<file path="config.mk">
export PLATFORM = sky130hd
export DESIGN_NAME = vt52_tx_arbiter
export DESIGN_NICKNAME = d
export VERILOG_FILES = /design/src/rtl/vt52_pkg.sv /design/src/rtl/vt52_sync_fifo.sv /design/src/rtl/vt52_tx_arbiter.sv
export SDC_FILE = /design/constraint.sdc
export NUM_CORES = 1
export LEC_CHECK = 0
export BUFFER_PORTS_ARGS = -buffer_cell sky130_fd_sc_hd__buf_2
export CAP_MARGIN = 30
export CORE_UTILIZATION = 64
export DETAILED_ROUTE_END_ITERATION = 10
export PLACE_DENSITY = 0.84
export SYNTH_ARGS = -nofsm -noshare
export SYNTH_HDL_FRONTEND = slang
export SYNTH_SLANG_ARGS = --single-unit
export TNS_END_PERCENT = 20
</file>
<file path="constraint.sdc">
create_clock -name clk -period 5.9 [get_ports clk]
set_clock_uncertainty 0.2 [all_clocks]
set_input_delay 0.59 -clock clk [delete_from_list [all_inputs] [get_ports clk]]
set_output_delay 0.59 -clock clk [all_outputs]
set_load 0.05 [all_outputs]
</file>
<file path="src/rtl/vt52_pkg.sv">
// Shared types and constants for the VT52 host-transmit path.
package vt52_pkg;

    typedef enum logic [1:0] {
        IDLE = 2'd0,
        FLOW = 2'd1,
        RESP = 2'd2,
        KBD  = 2'd3
    } tx_arb_state_t;

    localparam logic [7:0] ASCII_ESC  = 8'h1B;
    localparam logic [7:0] ASCII_XON  = 8'h11;
    localparam logic [7:0] ASCII_XOFF = 8'h13;

    // Identify reply: ESC / K
    localparam int IDENT_LEN = 3;
    localparam logic [7:0] IDENT_SEQ [IDENT_LEN] = '{ASCII_ESC, 8'h2F, 8'h4B};

    function automatic logic [7:0] ident_byte(input logic [1:0] idx);
        case (idx)
            2'd0:    return IDENT_SEQ[0];
            2'd1:    return IDENT_SEQ[1];
            default: return IDENT_SEQ[2];
        endcase
    endfunction

endpackage

</file>
<file path="src/rtl/vt52_sync_fifo.sv">
// Single-clock FIFO; pointers carry an extra wrap bit so full and empty are distinguishable.
module vt52_sync_fifo #(
    parameter int WIDTH = 8,
    parameter int DEPTH = 8
) (
    input  logic             clk,
    input  logic             reset_n,
    input  logic             push,
    input  logic [WIDTH-1:0] din,
    input  logic             pop,
    output logic [WIDTH-1:0] dout,
    output logic             empty,
    output logic             full
);

    localparam int AW = $clog2(DEPTH);

    logic [WIDTH-1:0] mem [DEPTH];
    logic [AW:0]      wr_ptr_reg;
    logic [AW:0]      rd_ptr_reg;
    logic             pop_en;
    logic             push_en;

    assign empty   = (wr_ptr_reg == rd_ptr_reg);
    assign full    = (wr_ptr_reg[AW] != rd_ptr_reg[AW]) &&
                     (wr_ptr_reg[AW-1:0] == rd_ptr_reg[AW-1:0]);
    assign pop_en  = pop && !empty;
    // A pop on the same edge frees the slot, so a push into a full FIFO is still taken.
    assign push_en = push && (!full || pop_en);
    assign dout    = mem[rd_ptr_reg[AW-1:0]];

    always_ff @(posedge clk) begin
        if (push_en) begin
            mem[wr_ptr_reg[AW-1:0]] <= din;
        end
    end

    always_ff @(posedge clk or negedge reset_n) begin
        if (!reset_n) begin
            wr_ptr_reg <= '0;
            rd_ptr_reg <= '0;
        end else begin
            if (push_en) wr_ptr_reg <= wr_ptr_reg + 1'b1;
            if (pop_en)  rd_ptr_reg <= rd_ptr_reg + 1'b1;
        end
    end

endmodule

</file>
<file path="src/rtl/vt52_tx_arbiter.sv">
// Arbitrates flow-control, identify-reply and keyboard bytes onto the UART TX.
// XON/XOFF generation is built only when VT52_XONXOFF_EN is defined.
module vt52_tx_arbiter
    import vt52_pkg::*;
#(
    parameter int KBD_FIFO_DEPTH = 8
) (
    input  logic       clk,
    input  logic       reset_n,
    input  logic [7:0] kbd_data,
    input  logic       kbd_valid,
    input  logic       resp_req,
    input  logic       rx_almost_full,
    input  logic       ovf_clr,
    output logic [7:0] tx_data,
    output logic       tx_valid,
    input  logic       tx_ready,
    output logic       resp_busy,
    output logic       kbd_overflow,
    output logic       xoff_active
);

    localparam logic [1:0] LAST_IDX = 2'(IDENT_LEN - 1);

    tx_arb_state_t state_reg, state_next;
    logic [7:0]    tx_data_reg, tx_data_next;
    logic          tx_valid_reg, tx_valid_next;
    logic [1:0]    idx_reg, idx_next;
    logic          pend_reg, pend_next;
    logic          busy_reg, busy_next;
    logic          xoff_reg, xoff_next;
    logic          flow_ret_reg, flow_ret_next;
    logic          ovf_reg, ovf_next;

    logic       fifo_pop;
    logic [7:0] fifo_dout;
    logic       fifo_empty;
    logic       fifo_full;
    logic       xfer;
    logic       flow_need;
    logic [7:0] flow_byte;

    vt52_sync_fifo #(
        .WIDTH (8),
        .DEPTH (KBD_FIFO_DEPTH)
    ) u_kbd_fifo (
        .clk     (clk),
        .reset_n (reset_n),
        .push    (kbd_valid),
        .din     (kbd_data),
        .pop     (fifo_pop),
        .dout    (fifo_dout),
        .empty   (fifo_empty),
        .full    (fifo_full)
    );

`ifdef VT52_XONXOFF_EN
    assign flow_need = rx_almost_full ^ xoff_reg;
`else
    logic unused_rx_almost_full;
    assign unused_rx_almost_full = rx_almost_full;
    assign flow_need = 1'b0;
`endif

    assign xfer      = tx_valid_reg && tx_ready;
    assign flow_byte = xoff_reg ? ASCII_XON : ASCII_XOFF;

    always_comb begin
        state_next    = state_reg;
        tx_data_next  = tx_data_reg;
        tx_valid_next = tx_valid_reg;
        idx_next      = idx_reg;
        pend_next     = pend_reg;
        busy_next     = busy_reg;
        xoff_next     = xoff_reg;
        flow_ret_next = flow_ret_reg;
        fifo_pop      = 1'b0;

        case (state_reg)
            IDLE: begin
                if (flow_need) begin
                    state_next    = FLOW;
                    tx_data_next  = flow_byte;
                    tx_valid_next = 1'b1;
                    flow_ret_next = 1'b0;
                end else if (pend_reg) begin
                    state_next    = RESP;
                    tx_data_next  = ident_byte(2'd0);
                    tx_valid_next = 1'b1;
                    idx_next      = 2'd0;
                    pend_next     = 1'b0;
                end else if (!fifo_empty) begin
                    state_next    = KBD;
                    tx_data_next  = fifo_dout;
                    tx_valid_next = 1'b1;
                    fifo_pop      = 1'b1;
                end
            end
            FLOW: begin
                if (xfer) begin
                    xoff_next = !xoff_reg;
                    // A flow byte taken mid-reply resumes the reply without a bubble.
                    if (flow_ret_reg) begin
                        state_next   = RESP;
                        idx_next     = idx_reg + 2'd1;
                        tx_data_next = ident_byte(idx_reg + 2'd1);
                    end else begin
                        state_next    = IDLE;
                        tx_valid_next = 1'b0;
                    end
                end
            end
            RESP: begin
                if (xfer) begin
                    if (idx_reg == LAST_IDX) begin
                        state_next    = IDLE;
                        tx_valid_next = 1'b0;
                        busy_next     = 1'b0;
                    end else if (flow_need) begin
                        state_next    = FLOW;
                        tx_data_next  = flow_byte;
                        flow_ret_next = 1'b1;
                    end else begin
                        idx_next     = idx_reg + 2'd1;
                        tx_data_next = ident_byte(idx_reg + 2'd1);
                    end
                end
            end
            KBD: begin
                if (xfer) begin
                    state_next    = IDLE;
                    tx_valid_next = 1'b0;
                end
            end
            default: begin
                state_next    = IDLE;
                tx_valid_next = 1'b0;
            end
        endcase

        if (resp_req && !busy_reg) begin
            pend_next = 1'b1;
            busy_next = 1'b1;
        end

        if (kbd_valid && fifo_full && !fifo_pop) begin
            ovf_next = 1'b1;
        end else if (ovf_clr) begin
            ovf_next = 1'b0;
        end else begin
            ovf_next = ovf_reg;
        end
    end

    always_ff @(posedge clk or negedge reset_n) begin
        if (!reset_n) begin
            state_reg    <= IDLE;
            tx_data_reg  <= 8'h00;
            tx_valid_reg <= 1'b0;
            idx_reg      <= 2'd0;
            pend_reg     <= 1'b0;
            busy_reg     <= 1'b0;
            xoff_reg     <= 1'b0;
            flow_ret_reg <= 1'b0;
            ovf_reg      <= 1'b0;
        end else begin
            state_reg    <= state_next;
            tx_data_reg  <= tx_data_next;
            tx_valid_reg <= tx_valid_next;
            idx_reg      <= idx_next;
            pend_reg     <= pend_next;
            busy_reg     <= busy_next;
            xoff_reg     <= xoff_next;
            flow_ret_reg <= flow_ret_next;
            ovf_reg      <= ovf_next;
        end
    end

    assign tx_data      = tx_data_reg;
    assign tx_valid     = tx_valid_reg;
    assign resp_busy    = busy_reg;
    assign kbd_overflow = ovf_reg;
    assign xoff_active  = xoff_reg;

endmodule

</file>
==> results of run 1 <==
power by group:
| group | switching (mW) | internal [mW] |
|---|---|---|
| clock | 0.222 | 0.202 |
| combinational | 0.520 | 0.367 |
| sequential | 0.128 | 0.814 |
| total | 0.871 | 1.38 |
cell usage after synthesis (all sizes together) (6+ instances only):
cell / n / area share
nand2: 6 / 0.0060
edfxtp: 64 / 0.51
mux2i: 24 / 0.064
mux4: 6 / 0.037
nor2: 8 / 0.0080
dfrtp: 24 / 0.16
buf: 13 / 0.023
xnor2: 10 / 0.029
nor3: 6 / 0.0093
inv: 14 / 0.014
a22oi: 7 / 0.014
mux2: 6 / 0.021
worst paths after layout:
kind,endpoint,cells after the start,slack [ns]
max,u_kbd_fifo.mem[4][4],5,3.23
min,tx_data[6],1,-0.001
min in group clk,xoff_active,0,0.18
min reg2reg,xoff_active,0,0.18
max reg2reg,u_kbd_fifo.mem[4][4],5,3.23
max in group asynchronous,u_kbd_fifo.wr_ptr_reg[0],1,5.13
per-layer routing:
| metal | share of wire | wire length (um) |
|---|---|---|
| met4 | 0.014 | 98 |
| met2 | 0.49 | 3390 |
| met5 | 0 | 0 |
| met1 | 0.43 | 2970 |
| met3 | 0.057 | 394 |
worst register-to-register path, cell delays in order (launching register included):
cell and delay [ns]:
dfrtp_1 0.80, xnor2_2 0.16, nand4b_1 0.25, o21ai_2 0.15, nor4b_2 0.56, buf_4 0.26
area by class of cell:
cell class / count / share of cell area
Inverter: 14 / 0.0126
Sequential cell: 88 / 0.605
Clock buffer: 10 / 0.0306
Timing Repair Buffer: 34 / 0.0462
Clock inverter: 6 / 0.0177
Tap cell: 72 / 0.0216
Multi-Input combinational cell: 122 / 0.266
cell families (layout without fill, tap and decap cells):
group / Yosys count / in the layout / synth area share
xor gates and xnor gates: 10 / 10 / 0.0293
DFF: 88 / 88 / 0.670
adders and majority gates: 5 / 5 / 0.0166
buffers and inverters: 28 / 64 / 0.0379
AOI/OAI and AO/OA: 32 / 32 / 0.0655
and+or+nand+nor: 39 / 39 / 0.0588
muxes: 36 / 36 / 0.122
==> results.json, run 1 <==
{
  "slew_headroom": 0.539,
  "crit_chain": "xnor2_2 > nand4b_1 > o21ai_2 > nor4b_2 > buf_4",
  "synth-seq-cells": 88,
  "drt_iter0_drc": 228,
  "drv_slew": 0,
  "ant_nets": 0,
  "die_h_um": 78.7,
  "grt_setup_unrepaired": "no",
  "met2_usage": 0.380,
  "final.min_clock_period_ns": 2.67,
  "clk_latency_ns": 0.36,
  "synthesis.area_um2": 3760,
  "pin_count": 27,
  "utilization": 0.748,
  "grt_pass1_wl_mm": 10.5,
  "peakVddDrop_v": 0.000369,
  "fp.coreArea_um2": 5570,
  "critPathTopFamily": "simple AND/OR/NAND/NOR gates",
  "crit_type": "flop to flop",
  "num_rows": 27,
  "grt_antenna_before_repair": 0,
  "ys_types": 47,
  "cts_buffer_depth": 2,
  "power_mw": 2.25,
  "worst_setup_path_end_kind": "flop",
  "route.final.wire_length_mm": 6.85,
  "placed_cells": 329,
  "top_usage_layer": "met2",
  "synthArstFlopShare": 0.273,
  "grtUsageMet1": 0.322,
  "antenna_cells": 0,
  "ys_seq_area_frac": 0.670,
  "start_util": 0.675,
  "synth_edf_count": 64,
  "arrival_ns": 2.53,
  "setup_violations": 0,
  "gp_congestion": 0.737,
  "drv_cap": 0,
  "grt_max_degree": 28,
  "num_vias": 2073,
  "dieArea_um2": 6190,
  "final_cell_mix": "edfxtp_1, buf_2, mux2i_1, dfrtp_1, inv_1",
  "hold_viol_final": 1,
  "grtUsageTotal": 0.242,
  "n_fill_cell": 334,
  "setup-tns-final_ns": 0,
  "multi_input_area_um2": 1110,
  "drive_gt1_frac": 0.248,
  "final_cells": 346,
  "gr-total-overflow": 0,
  "grtUsageMet3": 0.0674,
  "drc": 0,
  "hold_slack_ns": -0.00122,
  "p_leak_nw": 1.61,
  "cts_max_level": 3,
  "rr_startpoint": "u_kbd_fifo.rd_ptr_reg[2]",
  "ys_warn_count": 0,
  "ys.flop_type": "edfxtp_1",
  "fmax_mhz": 375,
  "power_density_nw_per_um2": 540,
  "ctsHoldBuffers": 0,
  "final_common_cell": "edfxtp_1",
  "dp_slack_ns": 3.01,
  "timing.final.crit_share": 0.452,
  "critPathSlowestCell": "dfrtp_1",
  "start_kind": "flop",
  "cts_sinks": 88,
  "cts_made_buffers": 9,
  "hp-class": "primary input to async pin",
  "largest_register_ffs": 64,
  "routedWlPerCell_um": 19.8,
  "violations": "negative hold slack",
  "dp_hpwl_mm": 4.36,
  "cts_tree": "done",
  "cp_slowest_stage_delay_ns": 0.80,
  "cts-resized-gates": 0,
  "fin_nets": 289,
  "postCtsSetupRepairBufs": 0,
  "startpoint": "u_kbd_fifo.rd_ptr_reg[2]",
  "first_pass_iters": 4,
  "worstPathRequired_ns": 5.77,
  "avgSynthCellArea_um2": 15.8,
  "cts-root-buf": "clkbuf_8",
  "status": "complete, but fails checks",
  "numPortBuffers": 25,
  "syn-num-nets": 258,
  "die_w_um": 78.7,
  "path_clk_slew_ns": 0.10,
  "synthCells": 238,
  "worst_pin_slew_ns": 0.692,
  "grt_pass1_vias": 2008,
  "place_area_um2": 3960,
  "post_drt_via_cell_ratio": 5.99,
  "seq_area_um2": 2520,
  "setup_slack_ns": 3.23,
  "crit_buf_inv": 1,
  "stdcell_area_um2": 4170,
  "critPathMaxFanout": 17,
  "area.growth.synth_to_final_pct": 10.8
}
No activity file was read; power rests on OpenSTA's default activity.
==> run 2, diff against run 1 <==
--- a/config.mk
+++ b/config.mk
@@ -5,11 +5,12 @@
 export SDC_FILE = /design/constraint.sdc
 export NUM_CORES = 1
 export LEC_CHECK = 0
+export ABC_AREA = 1
 export BUFFER_PORTS_ARGS = -buffer_cell sky130_fd_sc_hd__buf_2
 export CAP_MARGIN = 30
-export CORE_UTILIZATION = 64
+export CORE_UTILIZATION = 60
 export DETAILED_ROUTE_END_ITERATION = 10
-export PLACE_DENSITY = 0.84
+export PLACE_DENSITY = 0.79
 export SYNTH_ARGS = -nofsm -noshare
 export SYNTH_HDL_FRONTEND = slang
 export SYNTH_SLANG_ARGS = --single-unit
==> constraint.sdc (replaced) <==
create_clock -name clk -period 2.8 [get_ports clk]
set_clock_uncertainty 0.2 [all_clocks]
set_input_delay 0.28 -clock clk [delete_from_list [all_inputs] [get_ports clk]]
set_output_delay 0.28 -clock clk [all_outputs]
set_load 0.05 [all_outputs]
==> results.json, run 2 <==
{
  "worst_setup_path_end_kind": "flop",
  "area.growth.synth_to_final_pct": 13.8,
  "rr_startpoint": "u_kbd_fifo.rd_ptr_reg[1]",
  "grtUsageTotal": 0.237,
  "hp-start": "kbd_valid",
  "num_rows": 29,
  "path_clk_slew_ns": 0.09,
  "final.min_clock_period_ns": 2.42,
  "post_drt_via_cell_ratio": 5.20,
  "cts_buffer_depth": 2,
  "grt_setup_unrepaired": "no",
  "cts_made_buffers": 9,
  "ys_warn_count": 0,
  "drc": 0,
  "rr_worst_depth": 7,
  "final_cell_mix": "nand2_1, edfxtp_1, nand3_1",
  "cts_max_level": 3,
  "critPathSlowestCell": "nor2_1",
  "die_w_um": 83.2,
  "cts_tree": "done",
  "worst_pin_slew_ns": 0.892,
  "min_path_cells": 3,
  "arrival_ns": 2.19,
  "clk_latency_ns": 0.35,
  "die_h_um": 83.2,
  "peakVddDrop_v": 0.000880,
  "worstPathRequired_ns": 2.58,
  "grt_pass1_wl_mm": 12.2,
  "grt_pass1_vias": 2596,
  "timing.final.crit_share": 0.863,
  "synth_top_area_share": 0.485,
  "hold_end": "kbd_overflow",
  "p_leak_nw": 1.98,
  "ys_seq_area_frac": 0.637,
  "largest_register_ffs": 64,
  "drv_slew": 0,
  "postCtsSetupRepairBufs": 0,
  "slew_headroom": 0.403,
  "cp_slowest_stage_delay_ns": 0.69,
  "syn-num-nets": 409,
  "critPathMaxFanout": 13,
  "grt_antenna_before_repair": 0,
  "final_common_cell": "nand2_1",
  "final_cells": 518,
  "hp-class": "primary input to flop",
  "drv_cap": 0,
  "synth_common_cells": "nand2_1, edfxtp_1, nand3_1",
  "setup_violations": 0,
  "grt_max_degree": 36,
  "cts-resized-gates": 0,
  "placed_cells": 491,
  "ant_nets": 0,
  "ys.flop_type": "edfxtp_1",
  "gr-total-overflow": 0,
  "cts_sinks": 88,
  "synth_largest_area_cell": "edfxtp_1",
  "reg2reg_slack_ns": 0.38,
  "avgSynthCellArea_um2": 10.2,
  "crit_chain": "buf_4 > nand2_1 > nand2_2 > nor2_8 > nand4_4 > nand2_4 > nor2_1",
  "fmax_mhz": 414,
  "first_pass_iters": 4,
  "fp.coreArea_um2": 6350,
  "synthArstFlopShare": 0.273,
  "synth_area_leaders": "edfxtp_1, dfrtp_1, nand2_1",
  "drive_gt1_frac": 0.181,
  "synthesis.area_um2": 3960,
  "synthCells": 389,
  "hold_viol_final": 0,
  "setup-tns-final_ns": 0,
  "ys_types": 33,
  "route.final.wire_length_mm": 7.47,
  "gp_congestion": 0.785,
  "routedWlPerCell_um": 14.4,
  "synth-seq-cells": 88,
  "dp_hpwl_mm": 4.73,
  "start_kind": "flop",
  "antenna_cells": 0,
  "fin_nets": 456,
  "yosysMostFrequentCell": "nand2_1",
  "crit_type": "flop to flop",
  "status": "finished clean",
  "synth_edf_count": 64,
  "cts-root-buf": "clkbuf_8",
  "r2r_end": "u_kbd_fifo.mem[7][3]",
  "startpoint": "u_kbd_fifo.rd_ptr_reg[1]",
  "pin_count": 27,
  "power_density_nw_per_um2": 1070,
  "dieArea_um2": 6930,
  "num_vias": 2694,
  "start_util": 0.623,
  "drt_iter0_drc": 156,
  "numPortBuffers": 25
}
## run 2: area by class of cell
class,count,area (um2)
timing repair buffer,49,333
multi-input combinational,245,1190
fill,435,1840
tap,77,96.3
clock inverter,7,71.3
inverter,43,171
clock buffer,9,124
sequential,88,2520
## run 2: logic make-up (layout without fill, tap and decap cells)
logic type / after synthesis / count (layout) / share of synthesized area
and+or+nand+nor: 220 / 220 / 0.253
DFF: 88 / 88 / 0.637
buffers and inverters: 56 / 108 / 0.0629
AOI/OAI and AO/OA: 16 / 16 / 0.0221
adders and majority gates: 5 / 5 / 0.0158
xor gates and xnor gates: 4 / 4 / 0.00885
## run 2: how the worst max path moves through the flow
stage	end	depth (start not counted)
CTS	u_kbd_fifo.mem[7][0]	7
global route	u_kbd_fifo.mem[7][0]	7
finish	u_kbd_fifo.mem[7][3]	7
global placement	u_kbd_fifo.mem[7][2]	7
detailed placement	u_kbd_fifo.mem[7][2]	7
floorplan	u_kbd_fifo.mem[1][0]	7
## run 2: metal layers
layer | global-route usage | share of wire
met3 | 0.0567 | 0.045
met1 | 0.285 | 0.43
met5 | 0 | 0
met4 | 0.110 | 0.018
met2 | 0.403 | 0.51
## run 2: where the power goes
part,internal (mW),switching (mW)
Clock,0.412,0.454
Combinational,0.641,1.42
Sequential,1.69,0.177
## run 2: repair_timing
action                                  in CTS  in global routing
endpoints found under the hold margin       73                  1
hold buffers                                10                  1
endpoints found under the setup margin       0                  0
## run 2: worst max-delay path: cells and delay by family (launching register included)
family                 cells  cell delay (ns)
buffers and inverters      1             0.25
flip-flops                 1             0.45
AND/OR/NAND/NOR            6             1.15
## run 2: per-stage QoR
step	util	hold WS [ns]	instance area, um2	setup slack (ns)	total power, mW
2_1_floorplan	-	-0.216	3960	0.374	3.47
3_3_place_gp	0.661	0.0870	4200	0.429	3.88
3_5_place_dp	0.661	0.0928	4200	0.403	3.95
4_1_cts	0.708	0.00207	4500	0.375	4.81
5_1_grt	0.710	0.0292	4510	0.239	5.14
6_report	0.710	0.0295	4510	0.385	4.80
==> run 3, diff against run 2 <==
--- a/config.mk
+++ b/config.mk
@@ -13,5 +13,6 @@
 export PLACE_DENSITY = 0.79
 export SYNTH_ARGS = -nofsm -noshare
 export SYNTH_HDL_FRONTEND = slang
+export SYNTH_HIERARCHICAL = 1
 export SYNTH_SLANG_ARGS = --single-unit
 export TNS_END_PERCENT = 20
==> results.json, run 3 <==
{
  "status": "finished clean",
  "synth_top_area_share": 0.489,
  "grt_pass1_vias": 2751,
  "placed_cells": 479,
  "drv_cap": 0,
  "reg2reg_slack_ns": 0.25,
  "gp_congestion": 0.821,
  "crit_type": "flop to flop",
  "place_area_um2": 4130,
  "setup-tns-final_ns": 0,
  "power_mw": 3.01,
  "fmax_mhz": 392,
  "setup_violations": 0,
  "grt_max_degree": 36,
  "synth_common_cells": "nand2_1, edfxtp_1, nor2_1",
  "final_cell_mix": "nand2_1, edfxtp_1, nor2_1",
  "ys_warn_count": 6,
  "final.min_clock_period_ns": 2.55,
  "post_drt_via_cell_ratio": 5.68,
  "drive_gt1_frac": 0.162,
  "clk_latency_ns": 0.36,
  "crit_buf_inv": 5,
  "met2_usage": 0.413,
  "routedWlPerCell_um": 16.2,
  "cts_buffer_depth": 2,
  "synthArstFlopShare": 0.273,
  "ys_seq_area_frac": 0.642,
  "worst_setup_path_end_kind": "flop",
  "cp_slowest_stage_delay_ns": 0.45,
  "cts_max_level": 3,
  "pin_count": 27,
  "hold_viol_final": 0,
  "grtUsageTotal": 0.257,
  "arrival_ns": 2.34,
  "min_path_cells": 1,
  "p_leak_nw": 1.88,
  "hp-start": "kbd_data[7]",
  "cts_tree": "done",
  "die_w_um": 82.9,
  "first_pass_iters": 5,
  "route.final.wire_length_mm": 8.15,
  "fp.coreArea_um2": 6350,
  "ys.flop_type": "edfxtp_1",
  "worstPathRequired_ns": 2.59,
  "fin_nets": 440,
  "area.growth.synth_to_final_pct": 12.4,
  "syn-num-nets": 403,
  "num_rows": 29,
  "crit_chain": "xor2_1 > inv_1 > nand3_2 > inv_1 > inv_1 > nand2_1 > inv_1 > inv_1 > nand4_4 > nand3_2 > nor2_2",
  "r2r_end": "u_kbd_fifo/mem[6][7]",
  "slew_headroom": 0.627,
  "grt_antenna_before_repair": 0,
  "die_h_um": 82.9,
  "cts_made_buffers": 9,
  "hold_end": "u_kbd_fifo/mem[0][7]",
  "antenna_cells": 0,
  "crit_path_frequent_cell": "inv_1",
  "num_vias": 2850,
  "timing.final.crit_share": 0.911,
  "stdcell_area_um2": 4420,
  "grtUsageMet3": 0.0557,
  "dp_hpwl_mm": 5.32,
  "setup_slack_ns": 0.249,
  "drt_iter0_drc": 237,
  "rr_worst_depth": 11,
  "rr_startpoint": "u_kbd_fifo/rd_ptr_reg[3]",
  "synthesis.area_um2": 3930,
  "start_util": 0.619,
  "grt_setup_unrepaired": "no",
  "path_clk_slew_ns": 0.09,
  "synth_edf_count": 64,
  "final_common_cell": "nand2_1",
  "gr-total-overflow": 0,
  "hp-class": "primary input to flop",
  "cts_sinks": 88,
  "avgSynthCellArea_um2": 10.3,
  "ant_nets": 0,
  "critPathSlowestCell": "nor2_2",
  "peakVddDrop_v": 0.000620,
  "cts-root-buf": "clkbuf_8",
  "grtUsageMet1": 0.346,
  "top_usage_layer": "met2",
  "largest_register_ffs": 64,
  "dp_slack_ns": 0.0388,
  "worst_pin_slew_ns": 0.558,
  "numPortBuffers": 25,
  "synth_area_leaders": "edfxtp_1, dfrtp_1, nand2_1",
  "synth-seq-cells": 88,
  "drv_slew": 0,
  "synth_largest_area_cell": "edfxtp_1",
  "start_kind": "flop",
  "drc": 0,
  "postCtsSetupRepairBufs": 0,
  "synthCells": 383,
  "power_density_nw_per_um2": 681,
  "ys_types": 26,
  "critPathMaxFanout": 8,
  "yosysMostFrequentCell": "nand2_1",
  "dieArea_um2": 6870,
  "grt_pass1_wl_mm": 13.5,
  "final_cells": 502,
  "critPathTopFamily": "simple AND/OR/NAND/NOR gates"
}
-- run 3: cell types whose count changed after synthesis, sizes merged, moves of 2 or more --
cell | before | now
clkbuf | 2 | 5
inv | 43 | 26
nand2 | 138 | 104
nand3 | 55 | 28
nand4 | 1 | 4
nor2 | 21 | 53
nor3 | 3 | 0
o21ai | 11 | 35
o22ai | 1 | 16
xnor2 | 1 | 3
-- run 3: timing repair --
item,4_1_cts,5_1_grt
hold buffers,7,0
hold endpoints to repair,56,0
gates resized for setup,0,7
setup endpoints to repair,0,56
-- run 3: cell type report --
cell class | count | area (um2)
Sequential cell | 88 | 2520
Inverter | 26 | 97.6
Fill cell | 461 | 1930
Clock buffer | 10 | 128
Multi-Input combinational cell | 253 | 1230
Clock inverter | 6 | 67.6
Timing Repair Buffer | 42 | 270
Tap cell | 77 | 96.3
-- run 3: logic make-up after synthesis --
kind of cell / count (synthesis) / synth area share
buf+inv: 42 / 0.0481
flops: 88 / 0.642
compound gates: 53 / 0.0745
xor+xnor: 5 / 0.0112
simple gates: 190 / 0.208
fa+ha+maj: 5 / 0.0159
-- run 3: worst max-delay path by stage --
stage / slack, ns / startpoint / cells after the start / endpoint
after floorplan: 0.32 / state_reg[1] / 10 / u_kbd_fifo/mem[4][0]
after global placement: 0.11 / u_kbd_fifo/rd_ptr_reg[3] / 11 / u_kbd_fifo/mem[6][2]
after detailed placement: 0.04 / u_kbd_fifo/rd_ptr_reg[3] / 11 / u_kbd_fifo/mem[3][2]
after CTS: 0.02 / u_kbd_fifo/rd_ptr_reg[3] / 11 / u_kbd_fifo/mem[3][5]
after global routing: 0.08 / u_kbd_fifo/rd_ptr_reg[3] / 11 / u_kbd_fifo/mem[6][1]
final: 0.25 / u_kbd_fifo/rd_ptr_reg[3] / 11 / u_kbd_fifo/mem[6][7]
-- run 3: where the power goes --
group | leakage, nW | total, mW | switching (mW) | internal, mW
logic | 0.887 | 0.520 | 0.360 | 0.161
clock network | 0.0945 | 0.864 | 0.448 | 0.416
registers | 0.895 | 1.62 | 0.0571 | 1.57
-- run 3: worst reg2reg max path: stages, from the launching register on --
cell and delay [ns]:
dfrtp_1 0.41, xor2_1 0.29, inv_1 0.12, nand3_2 0.10, inv_1 0.04, inv_1 0.06, nand2_1 0.09, inv_1 0.08
inv_1 0.07, nand4_4 0.13, nand3_2 0.14, nor2_2 0.45
-- run 3: layer usage --
metal  wire, um  part of all wire
met2       4000              0.49
met4        107             0.013
met3        480             0.059
met1       3560              0.44
met5          0                 0
-- run 3: stage by stage --
step	hold WS, ns	util
after floorplan	-0.216	-
after global placement	0.0915	0.651
after detailed placement	0.0957	0.651
after CTS	0.00376	0.693
after global routing	0.0125	0.695
final	0.0118	0.695
